===== config.mk =====
export PLATFORM = sky130hd
export DESIGN_NAME = mmio_port_responder_flat
export DESIGN_NICKNAME = d
export VERILOG_FILES = /design/src/rtl/mmio_port_responder_if.sv /design/src/rtl/mmio_port_responder.sv /design/src/flat_wrapper.sv
export SDC_FILE = /design/constraint.sdc
export NUM_CORES = 1
export LEC_CHECK = 0
export BUFFER_PORTS_ARGS = -buffer_cell sky130_fd_sc_hd__buf_2
export CORE_ASPECT_RATIO = 1.5
export CORE_MARGIN = 2
export CORE_UTILIZATION = 45
export CTS_CLUSTER_DIAMETER = 150
export CTS_CLUSTER_SIZE = 12
export DETAILED_ROUTE_END_ITERATION = 10
export PLACE_DENSITY = 0.73
export SYNTH_ARGS = -nofsm -noshare
export SYNTH_HDL_FRONTEND = slang
export SYNTH_SLANG_ARGS = --single-unit

===== constraint.sdc =====
create_clock -name clk -period 3.27 [get_ports clk]
set_input_delay 0 -clock clk [delete_from_list [all_inputs] [get_ports clk]]
set_output_delay 0 -clock clk [all_outputs]
set_load 0.05 [all_outputs]

===== src/rtl/mmio_port_responder_if.sv =====
// Data-memory bus between the load/store datapath and the MMIO responder.
// master: MemWrite, MemRead, Address, WriteData out; ReadData, Hit in.
interface mmio_port_responder_if;
  logic        MemWrite;
  logic        MemRead;
  logic [31:0] Address;
  logic [31:0] WriteData;
  logic [31:0] ReadData;
  logic        Hit;

  modport master (
    output MemWrite, MemRead, Address, WriteData,
    input  ReadData, Hit
  );

  modport slave (
    input  MemWrite, MemRead, Address, WriteData,
    output ReadData, Hit
  );
endinterface


===== src/rtl/mmio_port_responder.sv =====
// MMIO responder: PortOut reg, synced PortIn, W1C edge flags, IRQ, TICK.
// Ports: clk, reset (async high), bus (slave), PortIn, PortOut, IRQ.
module mmio_port_responder #(
  parameter logic [31:0] BASE_ADDR   = 32'h1001_0100,
  parameter int          IN_WIDTH    = 8,
  parameter int          SYNC_STAGES = 2
) (
  input  logic                clk,
  input  logic                reset,
  mmio_port_responder_if.slave bus,
  input  logic [IN_WIDTH-1:0] PortIn,
  output logic [31:0]         PortOut,
  output logic                IRQ
);

  localparam logic [2:0] R_OUT  = 3'd0;
  localparam logic [2:0] R_IN   = 3'd1;
  localparam logic [2:0] R_FLG  = 3'd2;
  localparam logic [2:0] R_MSK  = 3'd3;
  localparam logic [2:0] R_TICK = 3'd4;

  logic [31:0]         out_q, out_d;
  logic [IN_WIDTH-1:0] flags_q, flags_d;
  logic [IN_WIDTH-1:0] mask_q, mask_d;
  logic [31:0]         tick_q, tick_d;
  logic [IN_WIDTH-1:0] prev_q, prev_d;
  logic [IN_WIDTH-1:0] sync_q [SYNC_STAGES];
  logic [IN_WIDTH-1:0] sync_d [SYNC_STAGES];

  logic                hit;
  logic [2:0]          sel;
  logic                we;
  logic [IN_WIDTH-1:0] sync_last;
  logic [IN_WIDTH-1:0] rise;
  logic [IN_WIDTH-1:0] w1c;
  logic [31:0]         in_ext;
  logic [31:0]         rdata;
  logic                unused_addr;

  assign hit         = bus.Address[31:5] == BASE_ADDR[31:5];
  assign sel         = bus.Address[4:2];
  assign we          = bus.MemWrite & hit;
  assign unused_addr = ^bus.Address[1:0];
  assign sync_last   = sync_q[SYNC_STAGES-1];
  assign rise        = sync_last & ~prev_q;

  always_comb begin
    in_ext = '0;
    in_ext[IN_WIDTH-1:0] = sync_last;
  end

  always_comb begin
    sync_d[0] = PortIn;
    for (int i = 1; i < SYNC_STAGES; i++)
      sync_d[i] = sync_q[i-1];
  end

  always_comb begin
    out_d  = out_q;
    mask_d = mask_q;
    tick_d = tick_q + 32'd1;
    w1c    = '0;
    prev_d = sync_last;
    if (we) begin
      case (sel)
        R_OUT:   out_d  = bus.WriteData;
        R_FLG:   w1c    = bus.WriteData[IN_WIDTH-1:0];
        R_MSK:   mask_d = bus.WriteData[IN_WIDTH-1:0];
        R_TICK:  tick_d = bus.WriteData;
        default: ;
      endcase
    end
    // OR-ing new rises after the clear makes set win over clear.
    flags_d = (flags_q & ~w1c) | (rise & mask_q);
  end

  always_comb begin
    rdata = '0;
    if (bus.MemRead && hit) begin
      case (sel)
        R_OUT:   rdata = out_q;
        R_IN:    rdata = in_ext;
        R_FLG:   rdata[IN_WIDTH-1:0] = flags_q;
        R_MSK:   rdata[IN_WIDTH-1:0] = mask_q;
        R_TICK:  rdata = tick_q;
        default: rdata = '0;
      endcase
    end
  end

  always_ff @(posedge clk or posedge reset) begin
    if (reset) begin
      out_q   <= '0;
      flags_q <= '0;
      mask_q  <= '0;
      tick_q  <= '0;
      prev_q  <= '0;
      for (int i = 0; i < SYNC_STAGES; i++)
        sync_q[i] <= '0;
    end else begin
      out_q   <= out_d;
      flags_q <= flags_d;
      mask_q  <= mask_d;
      tick_q  <= tick_d;
      prev_q  <= prev_d;
      for (int i = 0; i < SYNC_STAGES; i++)
        sync_q[i] <= sync_d[i];
    end
  end

  assign bus.ReadData = rdata;
  assign bus.Hit      = hit;
  assign PortOut      = out_q;
  assign IRQ          = |flags_q;

endmodule


===== src/flat_wrapper.sv =====
// flat-port wrapper written by rule: the top's interface ports become plain ports
module mmio_port_responder_flat 
#(
  parameter logic [31:0] BASE_ADDR   = 32'h1001_0100,
  parameter int          IN_WIDTH    = 8,
  parameter int          SYNC_STAGES = 2
)
  (clk, reset, PortIn, PortOut, IRQ, bus_MemWrite, bus_MemRead, bus_Address, bus_WriteData, bus_ReadData, bus_Hit);
  mmio_port_responder_if bus_i ();
  input  logic clk;
  input  logic reset;
  input  logic [IN_WIDTH-1:0] PortIn;
  output logic [31:0] PortOut;
  output logic IRQ;
  input wire logic [$bits(bus_i.MemWrite)-1:0] bus_MemWrite;
  input wire logic [$bits(bus_i.MemRead)-1:0] bus_MemRead;
  input wire logic [$bits(bus_i.Address)-1:0] bus_Address;
  input wire logic [$bits(bus_i.WriteData)-1:0] bus_WriteData;
  output wire logic [$bits(bus_i.ReadData)-1:0] bus_ReadData;
  output wire logic [$bits(bus_i.Hit)-1:0] bus_Hit;
  assign bus_i.MemWrite = bus_MemWrite;
  assign bus_i.MemRead = bus_MemRead;
  assign bus_i.Address = bus_Address;
  assign bus_i.WriteData = bus_WriteData;
  assign bus_ReadData = bus_i.ReadData;
  assign bus_Hit = bus_i.Hit;
  mmio_port_responder #(.BASE_ADDR(BASE_ADDR), .IN_WIDTH(IN_WIDTH), .SYNC_STAGES(SYNC_STAGES)) u_core (.clk(clk), .reset(reset), .bus(bus_i), .PortIn(PortIn), .PortOut(PortOut), .IRQ(IRQ));
endmodule

==> run_results.csv <==
group,metric,value,unit
sta,finalMaxSlewViolations,0,
run,cap_violations,0,
floorplan,core_area,11000,µm²
global_route,grt_antenna_before_repair,0,
sta,hold_viol,0,
final_layout,mostFrequentLayoutCell,"buf_2",
pwr,intPower,0.00199,W
hold_path,min_from,"PortIn[4]",
synthesis,synth-seq-cells,104,
synthesis,yosys_warnings,0,
global_route,grt-ovfl-total,0,
setup_path,r2r-end,"u_core.tick_q[16]$_DFF_PP0_",
floorplan,initial_core_util,46.2,%
synthesis,synth_edf_count,0,
synthesis,synth.avg_cell_area,10.8,µm²
setup_path,required,3.27,ns
setup_path,r2r_start,"u_core.tick_q[0]$_DFF_PP0_",
sta,max_clock_freq,478,MHz
pwr,p_sw_share,23.3,%
setup_path,worst_path_max_delay_cell,"nor2b_1",
detailed_routing,via_count,4340,
synthesis,synth_nets,548,
detailed_routing,drt-pass1-iter-count,4,
clock_network,htree_levels,3,
global_route,grtUsageTotal,22.4,%
final_layout,final_nets,721,
sta,tightest_slew,0.637,ns
clock_network,cts_tree,"yes",
placed_design,place_congestion,0.889,
clock_network,ctsHoldBuffers,41,
synthesis,async_reset_ff_share,100,%
setup_path,critPathMaxStageDelay,0.58,ns
final_layout,mostFrequentLayoutCells,"buf_2 (139), dfrtp_1 (104), nor2_1 (71)",
clock_network,post_cts_buffers,0,
setup_path,crit_type,"in2out",
clock_network,cts_resized,0,
clock_network,cts-buffers-inserted,9,
sta,finalCritPeriodShare,63.9,%
sta,fin_ws,1.18,ns
synthesis,synth_area,5080,µm²
detailed_routing,drt-total-wl,13400,µm
pwr,seq_power_share,50.3,%
sta,slew-limit-headroom,57.5,%
global_route,grt_max_degree,64,
sta,tns,0,ns
setup_path,r2r_slack,1.34,ns
clock_network,cts.reportedPaths.clkPinSlew,0.07,ns
clock_network,clockRootBuffer,"clkbuf_16",
synthesis,syn_inst,471,
floorplan,die_area,12200,µm²
floorplan,placementRows,47,
hold_path,whs_path_depth,2,
hold_path,hold_path.class,"in2reg",
pwr,p_switching,0.000605,W
final_layout,antenna_cells,0,
setup_path,cp_cell_sequence,"buf_2 -> nor2b_1 -> nor2b_2 -> buf_4 -> a22oi_1 -> nor2_1 -> buf_2",
global_route,grt_pass1_wl,21600,µm
global_route,grt_pass1_vias,4393,
detailed_routing,ant_nets,0,
placed_design,pre_cts_ws,1.28,ns
setup_path,crit_top_cell,"buf_2",
detailed_routing,viasPerCell,5.45,
final_layout,drive_gt1_share,33.1,%
floorplan,die_width,90.7,µm
detailed_routing,route.detailed.drc,0,
placed_design,hpwl,9540,µm
detailed_routing,drt_iter0_drc,193,
final_layout,area_delta_synth_final,30.2,%
setup_path,worstSetupStartpointType,"input pin",
sta,setup_viol,0,
placed_design,portBuffers,139,
hold_path,holdPathEnd,"u_core.sync_d[4]$_DFF_PP0_",
pwr,p_per_area,393,nW/µm²
sta,rsz0062_at_grt,"false",
detailed_routing,avgRoutedWirePerCell,16.9,µm
clock_network,clock_path_buffers,2,
synthesis,yosys.cell_types.count,40,
pwr,combPwrFrac,6.7,%
synthesis,yosysSeqAreaShare,51.3,%
sta,clock_skew,0.00876,ns
setup_path,endpoint_kind,"output port",
floorplan,die_h,134,µm
sta,fin_crit,2.09,ns
setup_path,arrival,2.09,ns
floorplan,ios,142,
synthesis,ys.flop_type,"dfrtp_1",
pwr,peakVddDrop,0.273,mV
setup_path,r2r_cells,6,
clock_network,clk_latency,0.36,ns
clock_network,cts_num_sinks,104,
pwr,power_leakage,3.17,nW
setup_path,critPathMaxFanout,24,
run_status,status,"finished clean",
pwr,clkPwrFrac,43.0,%
==> worst max path at each step <==
| stage | startpoint | end |
|---|---|---|
| after floorplan | reset | u_core.PortOut[0]$_DFFE_PP0P_ |
| after global placement | bus_Address[4] | bus_ReadData[31] |
| after detailed placement | bus_Address[4] | bus_ReadData[8] |
| after CTS | bus_Address[4] | bus_ReadData[8] |
| after global routing | bus_Address[4] | bus_ReadData[8] |
| final | bus_Address[4] | bus_ReadData[31] |
==> metrics by stage <==
| step | hold WS [ns] | instances | util (%) | instance area, µm² | power, W |
|---|---|---|---|---|---|
| 2_1_floorplan | 0.0314 | 471 | - | 5080 | 0.00139 |
| 3_3_place_gp | 0.110 | 739 | 53.6 | 5890 | 0.00147 |
| 3_5_place_dp | 0.111 | 739 | 53.6 | 5890 | 0.00147 |
| 4_1_cts | 0.285 | 796 | 60.1 | 6610 | 0.00262 |
| 5_1_grt | 0.295 | 796 | 60.1 | 6610 | 0.00268 |
| 6_report | 0.293 | 796 | 60.1 | 6610 | 0.00260 |
==> cell type report <==
| cell class | count | area, µm² |
|---|---|---|
| timing repair buffer | 188 | 1170 |
| fill | 941 | 4390 |
| clock inverter | 7 | 81.3 |
| sequential | 104 | 2600 |
| multi-input combinational | 332 | 2320 |
| tap | 147 | 184 |
| clock buffer | 9 | 225 |
| inverter | 9 | 36.3 |
==> logic make-up after synthesis <==
| group | Yosys count | synth area share, % |
|---|---|---|
| flops | 104 | 51.3 |
| compound gates | 96 | 12.4 |
| xor+xnor | 30 | 5.18 |
| fa+ha+maj | 1 | 0.246 |
| buf+inv | 35 | 3.25 |
| mux | 50 | 11.0 |
| simple gates | 155 | 16.6 |
==> per-layer routing <==
metal	vias up	routed length [µm]	global-route usage [%]
li1	2055	-	-
met1	2123	5250	25.6
met2	138	7240	41.5
met3	24	669	3.88
met4	0	263	8.72
met5	-	0	0
==> critical path: cells and delay by family <==
| kind | cells | cell delay, ns |
|---|---|---|
| compound gates | 1 | 0.14 |
| buf+inv | 3 | 0.90 |
| simple gates | 3 | 1.03 |
==> flip-flops by register name (all words and copies together) (netlist names) <==
| signal | count |
|---|---|
| u_core.flags_q | 8 |
| u_core.prev_d | 8 |
| u_core.sync_d | 8 |
| u_core.mask_q | 8 |
| u_core.PortOut | 32 |
| u_core.prev_q | 8 |
| u_core.tick_q | 32 |
==> synthesized netlist by cell type, types with 2 or more instances <==
cell,instances,area share (%)
a21o_1,9,1.3
a21oi_1,30,3.0
a22oi_1,38,5.6
and3_1,9,1.1
and4_1,7,1.2
buf_1,2,0.15
buf_2,5,0.49
buf_6,3,0.67
clkbuf_1,14,1.0
dfrtp_1,104,51
inv_1,9,0.67
mux2_1,7,1.6
mux2_2,41,9.1
mux2i_1,2,0.39
nand2_1,12,0.89
nand3_1,12,1.2
nand3b_1,8,1.2
nand4_1,6,0.74
nand4_2,2,0.49
nor2_1,71,5.3
nor2b_1,3,0.37
nor3_1,8,0.79
nor4_1,7,0.86
nor4_4,2,0.84
nor4b_1,2,0.35
o21ai_0,10,0.99
o22a_1,7,1.2
xnor2_1,18,3.1
xor2_1,12,2.1
==> power groups by stage <==
stage          clock network (W)  registers, W  logic [W]
4_1_cts                  0.00114       0.00131   0.000175
3_5_place_dp                   0       0.00133   0.000136
5_1_grt                  0.00118       0.00131   0.000191
3_3_place_gp                   0       0.00133   0.000133
6_report                 0.00112       0.00131   0.000175
2_1_floorplan                  0       0.00133  0.0000623
Power figures use the tool's default switching activity.
